**config.mk**
```make
export PLATFORM = sky130hd
export DESIGN_NAME = floor_request_scheduler
export DESIGN_NICKNAME = d
export VERILOG_FILES = /design/src/rtl/elevator_pkg.sv /design/src/rtl/button_debounce.sv /design/src/rtl/floor_request_scheduler.sv
export SDC_FILE = /design/constraint.sdc
export NUM_CORES = 1
export LEC_CHECK = 0
export BUFFER_PORTS_ARGS = -buffer_cell sky130_fd_sc_hd__buf_4
export CAP_MARGIN = 25
export CORE_MARGIN = 4
export CORE_UTILIZATION = 39
export CTS_CLUSTER_SIZE = 20
export DETAILED_ROUTE_END_ITERATION = 8
export PLACE_DENSITY = 0.63
export SLEW_MARGIN = 40
export SYNTH_ARGS = -nofsm -noshare
export SYNTH_HDL_FRONTEND = slang
export SYNTH_HIERARCHICAL = 1
export SYNTH_SLANG_ARGS = --single-unit
```
**constraint.sdc**
```tcl
create_clock -name clk -period 2.3 [get_ports clk]
set_input_delay 0.345 -clock clk [delete_from_list [all_inputs] [get_ports clk]]
set_output_delay 0.345 -clock clk [all_outputs]
set_load 0.05 [all_outputs]
```
**src/rtl/elevator_pkg.sv**
```systemverilog
// Shared constants and scheduler state encoding for the elevator floor-request path.
package elevator_pkg;

  localparam int NUM_FLOORS = 16;
  localparam int FLOOR_W    = 4;

  // Floor 0 doubles as the "no request" code on the controller interface.
  localparam logic [FLOOR_W-1:0] NO_FLOOR = '0;

  typedef enum logic [1:0] {
    IDLE        = 2'd0,
    SELECT      = 2'd1,
    OFFER       = 2'd2,
    WAIT_ARRIVE = 2'd3
  } sched_state_e;

endpackage

```
**src/rtl/button_debounce.sv**
```systemverilog
// One call button: 2-flop synchronizer, stable-sample debouncer, registered rising-edge pulse.
// Latency: press to rise_o is 2 + DEBOUNCE_CYCLES cycles; no backpressure.
module button_debounce #(
  parameter int DEBOUNCE_CYCLES = 4
) (
  input  logic clk,
  input  logic reset,
  input  logic btn_i,
  output logic rise_o
);

  logic       sync1_q;
  logic       sync2_q;
  logic       level_q;
  logic       rise_q;
  logic [3:0] cnt_q;
  logic       accept;

  // Accept the new level once DEBOUNCE_CYCLES consecutive samples disagree with it.
  assign accept = (sync2_q != level_q) && (cnt_q == 4'(DEBOUNCE_CYCLES - 1));

  always_ff @(posedge clk or posedge reset) begin
    if (reset) begin
      sync1_q <= 1'b0;
      sync2_q <= 1'b0;
      level_q <= 1'b0;
      rise_q  <= 1'b0;
      cnt_q   <= '0;
    end else begin
      sync1_q <= btn_i;
      sync2_q <= sync1_q;
      rise_q  <= accept && sync2_q;
      if (sync2_q == level_q) begin
        cnt_q <= '0;
      end else if (accept) begin
        level_q <= sync2_q;
        cnt_q   <= '0;
      end else begin
        cnt_q <= cnt_q + 4'd1;
      end
    end
  end

  assign rise_o = rise_q;

endmodule

```
**src/rtl/floor_request_scheduler.sv**
```systemverilog
// Latches debounced floor calls and offers targets in sweep (elevator) order.
// Latency: pending set to req_valid is 2 cycles from IDLE; offer held until req_ready.
module floor_request_scheduler #(
  parameter int DEBOUNCE_CYCLES = 4,
  parameter int NUM_FLOORS      = elevator_pkg::NUM_FLOORS
) (
  input  logic                             clk,
  input  logic                             reset,
  input  logic [NUM_FLOORS-1:0]            call_btn,
  input  logic [elevator_pkg::FLOOR_W-1:0] current_floor,
  input  logic                             arrived,
  input  logic                             req_ready,
  output logic [elevator_pkg::FLOOR_W-1:0] req_floor,
  output logic                             req_valid,
  output logic [NUM_FLOORS-1:0]            pending,
  output logic                             dir_up
);
  import elevator_pkg::*;

  sched_state_e          state_q, state_d;
  logic [NUM_FLOORS-1:0] pending_q, pending_d;
  logic [FLOOR_W-1:0]    target_q, target_d;
  logic                  dir_up_q, dir_up_d;

  logic [NUM_FLOORS-1:0] rise;
  logic [NUM_FLOORS-1:0] set_vec;
  logic [NUM_FLOORS-1:0] clr_vec;

  logic [FLOOR_W-1:0] lo_ge, lo_gt, hi_lt, hi_le;
  logic               lo_ge_vld, lo_gt_vld, hi_lt_vld, hi_le_vld;

  for (genvar f = 0; f < NUM_FLOORS; f++) begin : g_btn
    button_debounce #(
      .DEBOUNCE_CYCLES(DEBOUNCE_CYCLES)
    ) u_debounce (
      .clk   (clk),
      .reset (reset),
      .btn_i (call_btn[f]),
      .rise_o(rise[f])
    );
  end

  // Floor 0 is the "no request" code, so its button never latches.
  assign set_vec = rise & ~NUM_FLOORS'(1);

  always_comb begin
    clr_vec = '0;
    if (state_q == WAIT_ARRIVE && arrived) begin
      clr_vec[current_floor] = 1'b1;
    end
    pending_d = (pending_q | set_vec) & ~clr_vec;
  end

  always_comb begin
    lo_ge     = NO_FLOOR;
    lo_gt     = NO_FLOOR;
    hi_lt     = NO_FLOOR;
    hi_le     = NO_FLOOR;
    lo_ge_vld = 1'b0;
    lo_gt_vld = 1'b0;
    hi_lt_vld = 1'b0;
    hi_le_vld = 1'b0;
    for (int i = 0; i < NUM_FLOORS; i++) begin
      if (pending_q[i]) begin
        if (i >= int'(current_floor) && !lo_ge_vld) begin
          lo_ge     = FLOOR_W'(i);
          lo_ge_vld = 1'b1;
        end
        if (i > int'(current_floor) && !lo_gt_vld) begin
          lo_gt     = FLOOR_W'(i);
          lo_gt_vld = 1'b1;
        end
        if (i < int'(current_floor)) begin
          hi_lt     = FLOOR_W'(i);
          hi_lt_vld = 1'b1;
        end
        if (i <= int'(current_floor)) begin
          hi_le     = FLOOR_W'(i);
          hi_le_vld = 1'b1;
        end
      end
    end
  end

  always_comb begin
    state_d  = state_q;
    target_d = target_q;
    dir_up_d = dir_up_q;
    unique case (state_q)
      IDLE: begin
        if (pending_q != '0) state_d = SELECT;
      end
      SELECT: begin
        if (pending_q == '0) begin
          state_d = IDLE;
        end else begin
          state_d = OFFER;
          if (dir_up_q) begin
            if (lo_ge_vld) begin
              target_d = lo_ge;
            end else if (hi_lt_vld) begin
              target_d = hi_lt;
              dir_up_d = 1'b0;
            end
          end else begin
            if (hi_le_vld) begin
              target_d = hi_le;
            end else if (lo_gt_vld) begin
              target_d = lo_gt;
              dir_up_d = 1'b1;
            end
          end
        end
      end
      OFFER: begin
        if (req_ready) state_d = WAIT_ARRIVE;
      end
      WAIT_ARRIVE: begin
        if (arrived && current_floor == target_q) state_d = IDLE;
      end
      default: state_d = IDLE;
    endcase
  end

  always_ff @(posedge clk or posedge reset) begin
    if (reset) begin
      state_q   <= IDLE;
      pending_q <= '0;
      target_q  <= NO_FLOOR;
      dir_up_q  <= 1'b1;
    end else begin
      state_q   <= state_d;
      pending_q <= pending_d;
      target_q  <= target_d;
      dir_up_q  <= dir_up_d;
    end
  end

  assign req_valid = (state_q == OFFER);
  assign req_floor = req_valid ? target_q : NO_FLOOR;
  assign pending   = pending_q;
  assign dir_up    = dir_up_q;

endmodule

```
==> reports/metrics.cfg, run 1 <==
[pwr]
vdd_drop_max_v = 0.000548
p_leak_nw = 4.00
power_density_nw_per_um2 = 1170

[synthesis]
synth-warning-count = 6
avgSynthCellArea_um2 = 10.5
yosysTopAreaCell = dfrtp_1
ys_seq_elements = 143
synth_edf_count = 0
seq_area_frac_synth_pct = 48.7
ys_top_cells_by_area = dfrtp_1 (48%), a21oi_1 (5.0%), nor4_2 (2.7%)
ys.flop_type = dfrtp_1
async_flop_share_pct = 100
synth_largest_type_area_fraction_pct = 48.3
ys_types = 82
syn_nets = 740
syn-cell-area_um2 = 7350
syn_inst = 701

[floorplanning]
io_pins = 46
rows = 49
initial_core_util_pct = 40.2
die_x_um = 145
die_h_um = 145
core-area_um2 = 18300
design.die.area_um2 = 21100

[critical_path]
cp.required_ns = 2.60
cp.arrival_ns = 2.55
crit_fanout = 7
cp-end-kind = flip-flop
critPathKind = reg2reg
worstReg2RegStart = pending[4]$_DFF_PP0_
startpoint_type = flip-flop
crit_start = pending[4]$_DFF_PP0_

[final_layout]
diodes = 0
drive_gt1_share_pct = 28.4
final_common_cell = dfrtp_1
area_growth_pct = 22.2
layout_common_cells = dfrtp_1 (140), buf_4 (117), a21oi_1 (73)
fill_cells = 1658
final_net_count = 843

[global_route]
grt_pass1_vias = 6081
grt_start_max_net_pins = 19
antenna_found_initial = 0
grt_pass1_wl_um = 30400
gr-total-overflow = 0
grt_use_total_pct = 17.7

[placed_design]
place_congestion = 0.948
port_buffers = 44
place_ws_ns = -0.0312
dp_hpwl_um = 13700

[timing]
worstMarginPinSlew_ns = 0.481
fmax_mhz = 443
final_hold_viol_count = 0
fin_crit_ns = 2.26
fin_ws_ns = 0.0431
grt_setup_unrepaired = false
slew_viol_final = 0
slew_headroom_pct = 67.8
post-route-period-util_pct = 98.1
report.final.setup_viol = 0
fin_skew_ns = 0.00659
whs_ns = 0.0299

[detailed_routing]
drt_iter0_markers = 432
drtPass1Iterations = 5
vias = 5874
wl_per_cell_um = 17.4
drcViolationCount = 0
wl_um = 18100
final_antenna_net_count = 0
vias_per_cell = 5.62

[clocking]
clkSlewWorstSetupHoldPaths_ns = 0.06
cts_buffer_depth = 2
cts_root_buf = clkbuf_16
tritoncts = done
clock_sinks = 143
cts_buffers = 17
post_cts_buffers = 0
htree_levels = 4
clk_latency_ns = 0.42

[flow_run]
max_cap_violations = 0

[worst_hold_path]
hold_path.class = in2reg
min-delay-start = call_btn[8]

[status]
status = completed

cells by family after synthesis:
group	after synthesis	share of synthesized area [%]
flops	143	48.7
simple gates	272	24.3
mux	16	2.43
compound gates	177	15.7
xor+xnor	19	2.26
fa+ha+maj	16	2.69
buf+inv	58	3.90
critical path: stages, from the launching register on:
cell and delay (ns):
dfrtp_1 0.50, buf_4 0.21, a21oi_1 0.15, o22ai_1 0.11, a221oi_1 0.39, buf_4 0.20
nand2b_1 0.09, a311oi_1 0.12, o32a_1 0.36
stage by stage:
step                cell area (um2)  utilization [%]  setup TNS [ns]  cells  power, mW
detailed placement             8350             45.7         -0.0610   1013       7.73
floorplan                      7350                -               0    701       6.34
finish                         8980             49.2               0   1045       10.5
global route                   8980             49.2               0   1045       11.1
CTS                            8960             49.1               0   1045       10.6
global placement               8350             45.7         -0.0930   1013       7.56
cells in the mapped netlist (all sizes together) (8+ instances only):
| master | n |
|---|---|
| dfrtp | 142 |
| a21oi | 74 |
| nor2 | 54 |
| nand2 | 39 |
| o21ai | 23 |
| inv | 22 |
| nor2b | 22 |
| buf | 21 |
| nor3 | 20 |
| nor4 | 19 |
| and4 | 17 |
| nor3b | 17 |
| nand3b | 16 |
| xnor2 | 16 |
| and3b | 15 |
| clkbuf | 15 |
| ha | 15 |
| mux2 | 15 |
| or2b | 15 |
| nand3 | 11 |
| o21a | 11 |
| o22ai | 10 |
| a31oi | 8 |
report_power, final:
part	switching, mW	internal, mW
clock network	1.04	1.74
logic	2.35	1.66
registers	0.630	3.10
total	4.01	6.50
timing repair:
| action | CTS | global route |
|---|---|---|
| hold buffers | 1 | 0 |
| endpoints found under the setup margin | 0 | 4 |
| resized for setup | 0 | 4 |
| endpoints found under the hold margin | 4 | 0 |
sequential cells by signal, indices dropped and copies added, names as in the netlist, named ones only:
signal                    count
g_btn.u_debounce/cnt_q       60
pending                      16
g_btn.u_debounce/level_q     15
g_btn.u_debounce/rise_o      15
g_btn.u_debounce/sync1_q     15
g_btn.u_debounce/sync2_q     15
target_q                      4
dir_up                        1
state_q                       1
final timing paths:
kind,end,slack [ns],cells past startpoint
min in group asynchronous,g_btn[8].u_debounce/sync1_q$_DFF_PP0_,0.54,3
max in group asynchronous,dir_up$_DFFE_PP1P_,1.12,4
worst min register to register,g_btn[11].u_debounce/sync2_q$_DFF_PP0_,0.35,0
worst max-delay path,target_q[2]$_DFFE_PP0P_,0.04,8
worst max register to register,target_q[2]$_DFFE_PP0P_,0.04,8
worst min-delay path,g_btn[8].u_debounce/sync1_q$_DFF_PP0_,0.03,1
layout make-up:
class / instances / area, um2 / share of cell area, %
Multi-Input combinational cell: 500 / 3500 / 39.0
Clock inverter: 8 / 104 / 1.16
Tap cell: 229 / 287 / 3.19
Timing Repair Buffer: 120 / 928 / 10.3
Clock buffer: 23 / 498 / 5.55
Inverter: 22 / 82.6 / 0.920
Sequential cell: 143 / 3580 / 39.9
layer usage:
layer / vias up / global-route usage [%] / part of all wire (%)
li1: 2761 / - / -
met1: 2890 / 22.0 / 42
met2: 186 / 29.5 / 50
met3: 37 / 3.74 / 4.7
met4: 0 / 8.36 / 3.0
met5: - / 0 / 0
Note: power is estimated with default switching activity, not from simulation.
==> run 2: changes to the inputs <==
--- a/config.mk
+++ b/config.mk
@@ -5,7 +5,7 @@
 export SDC_FILE = /design/constraint.sdc
 export NUM_CORES = 1
 export LEC_CHECK = 0
-export BUFFER_PORTS_ARGS = -buffer_cell sky130_fd_sc_hd__buf_4
+export BUFFER_PORTS_ARGS = -buffer_cell sky130_fd_sc_hd__buf_2
 export CAP_MARGIN = 25
 export CORE_MARGIN = 4
 export CORE_UTILIZATION = 39
==> run 2 against run 1 <==
Compared with the run above:
- clock-buffer cell count down 3
- worst hold slack worse by 0.0032 ns
- combinational power down 2%
- setup slack better by 0.087 ns
- sequential cell count unchanged
- routed wire length down 5.9%
- design area down 0.96%
- clock skew down 0.0014 ns
- register-to-register slack better by 0.09 ns
- global-route usage down 0.88 points
==> reports/metrics.cfg, run 2 (synthesized netlist as in run 1, its figures left out) <==
[clocking]
cts_buffer_depth = 2  ; unchanged
htree_levels = 4  ; unchanged
hold_buffers = 0  ; -1
cts_root_buf = clkbuf_16
clk_latency_ns = 0.42  ; about the same
post_cts_buffers = 0  ; unchanged
clock_sinks = 143  ; unchanged
cts_resized = 0  ; unchanged
tritoncts = done
cts_buffers = 17  ; unchanged
clkSlewWorstSetupHoldPaths_ns = 0.06  ; about the same

[timing]
slew_headroom_pct = 65.8  ; -2.0 points
fin_crit_ns = 2.17  ; -0.0866 ns
whs_ns = 0.0266  ; -0.00325 ns
fin_ws_ns = 0.130  ; +0.0866 ns
grt_setup_unrepaired = false
final_hold_viol_count = 0  ; unchanged
fmax_mhz = 461  ; +4.0%
post-route-period-util_pct = 94.4  ; -3.8 points
slew_viol_final = 0  ; unchanged
worstMarginPinSlew_ns = 0.509  ; +0.0276 ns
fin_skew_ns = 0.00522  ; -0.00137 ns
report.final.setup_viol = 0  ; unchanged

[floorplanning]
design.die.area_um2 = 21100  ; unchanged
io_pins = 46  ; unchanged
initial_core_util_pct = 40.2  ; unchanged
rows = 49  ; unchanged
die_x_um = 145  ; unchanged
die_h_um = 145  ; unchanged
core-area_um2 = 18300  ; unchanged

[critical_path]
cp.required_ns = 2.60  ; about the same
critPathKind = reg2reg
cp-end-kind = flip-flop
startpoint_type = flip-flop
crit_fanout = 6  ; -1
slowest_delay_ns = 0.43  ; -0.07 ns
cp_top_family = compound AO/OA/AOI/OAI gates
path_cells = nor2_1 -> o22ai_1 -> a221oi_1 -> buf_4 -> nand2b_1 -> a311oi_1 -> o32a_1
cp_num_buf_inv = 1  ; -1
cp_slowest_cell = nor2_1
worstReg2RegStart = pending[4]$_DFF_PP0_
crit_start = pending[4]$_DFF_PP0_
cp.arrival_ns = 2.47  ; -0.08 ns

[final_layout]
drive_gt1_share_pct = 29.3  ; +0.85 points
diodes = 0  ; unchanged
regMostFlops = g_btn.u_debounce/cnt_q
largest_register_ffs = 60  ; unchanged
final_common_cell = dfrtp_1
multi_input_area_um2 = 3480  ; -0.43%
layout_common_cells = dfrtp_1 (140), buf_4 (90), a21oi_1 (73)
area_growth_pct = 21.0
fin_area_um2 = 8890  ; -0.96%
fill_cells = 1635  ; -1.4%
final_net_count = 857  ; +1.7%
seqCellArea_um2 = 3580  ; unchanged

[global_route]
grt_start_max_net_pins = 24  ; +5
antenna_found_initial = 0  ; unchanged
grt_pass1_vias = 5582  ; -8.2%
grt_pass1_wl_um = 28800  ; -5.5%
grt_use_total_pct = 16.8  ; -0.88 points
gr-total-overflow = 0  ; unchanged

[placed_design]
place_congestion = 0.901  ; -4.9%
placed_area_um2 = 8330  ; -0.27%
dp_hpwl_um = 12700  ; -7.4%
port_buffers = 44  ; unchanged
place_ws_ns = -0.0879  ; -0.0567 ns

[detailed_routing]
vias = 5731  ; -2.4%
drt_iter0_markers = 586  ; +36%
drtPass1Iterations = 5  ; unchanged
final_antenna_net_count = 0  ; unchanged
drcViolationCount = 0  ; unchanged
vias_per_cell = 5.41  ; -3.7%
wl_um = 17100  ; -5.9%
wl_per_cell_um = 16.1  ; -7.2%

[status]
status = completed

[worst_hold_path]
hold_path.class = in2reg
min-delay-start = call_btn[13]

[pwr]
vdd_drop_max_v = 0.000541  ; -1.4%
p_leak_nw = 4.01  ; +0.19%
power_density_nw_per_um2 = 1150  ; -1.8%

[flow_run]
max_cap_violations = 0  ; unchanged

[run 2: cell count changes in the layout (fill, tap and decap cells not counted), sizes merged]
| cell | delta |
|---|---|
| clkinv | +4 |
| clkbuf | -3 |
| dlygate4sd3 | -1 |
| buf | +15 |
| clkinvlp | -1 |
[run 2: path summary, 6_finish.rpt]
kind | cells past startpoint | endpoint | slack [ns]
min reg2reg | 0 | g_btn[2].u_debounce/sync2_q$_DFF_PP0_ | 0.35
max reg2reg | 7 | target_q[2]$_DFFE_PP0P_ | 0.13
max | 7 | target_q[2]$_DFFE_PP0P_ | 0.13
min in group asynchronous | 2 | g_btn[8].u_debounce/cnt_q[3]$_DFF_PP0_ | 0.06
min | 1 | g_btn[13].u_debounce/sync1_q$_DFF_PP0_ | 0.03
max in group asynchronous | 3 | dir_up$_DFFE_PP1P_ | 1.82
[run 2: worst register-to-register path: cells and delay by family, from the launching register on]
kind | cells | cell delay, ns
AO/OA/AOI/OAI | 4 | 0.94
AND/OR/NAND/NOR | 2 | 0.52
flip-flops | 1 | 0.42
buffers and inverters | 1 | 0.18
[run 2: power breakdown]
part,total [mW],internal [mW],switching (mW)
combinational,3.91,1.59,2.33
clock,2.63,1.61,1.02
sequential,3.68,3.10,0.578
total,10.2,6.30,3.93
[run 2: stage by stage]
step	TNS, ns	std cells	util (%)	power, mW
floorplan	0	701	-	6.34
global placement	-0.107	1028	45.6	7.58
detailed placement	-0.220	1028	45.6	7.62
CTS	0	1059	48.7	10.3
global route	0	1059	48.7	10.9
finish	0	1059	48.7	10.2
[run 2: routing by layer]
layer	global-route usage [%]	vias to the layer above	part of all wire [%]
met5	0	-	0
li1	-	2789	-
met2	25.8	165	46
met3	4.05	28	5.2
met1	23.0	2749	46
met4	6.70	0	2.1
[run 2: area by class of cell]
class | count | area share (%)
multi-input cells | 500 | 39.2
clock buffers | 20 | 5.02
well taps | 229 | 3.22
flip-flops and latches | 143 | 40.3
repair buffers | 134 | 10.1
clock inverters | 11 | 1.31
inverters | 22 | 0.929
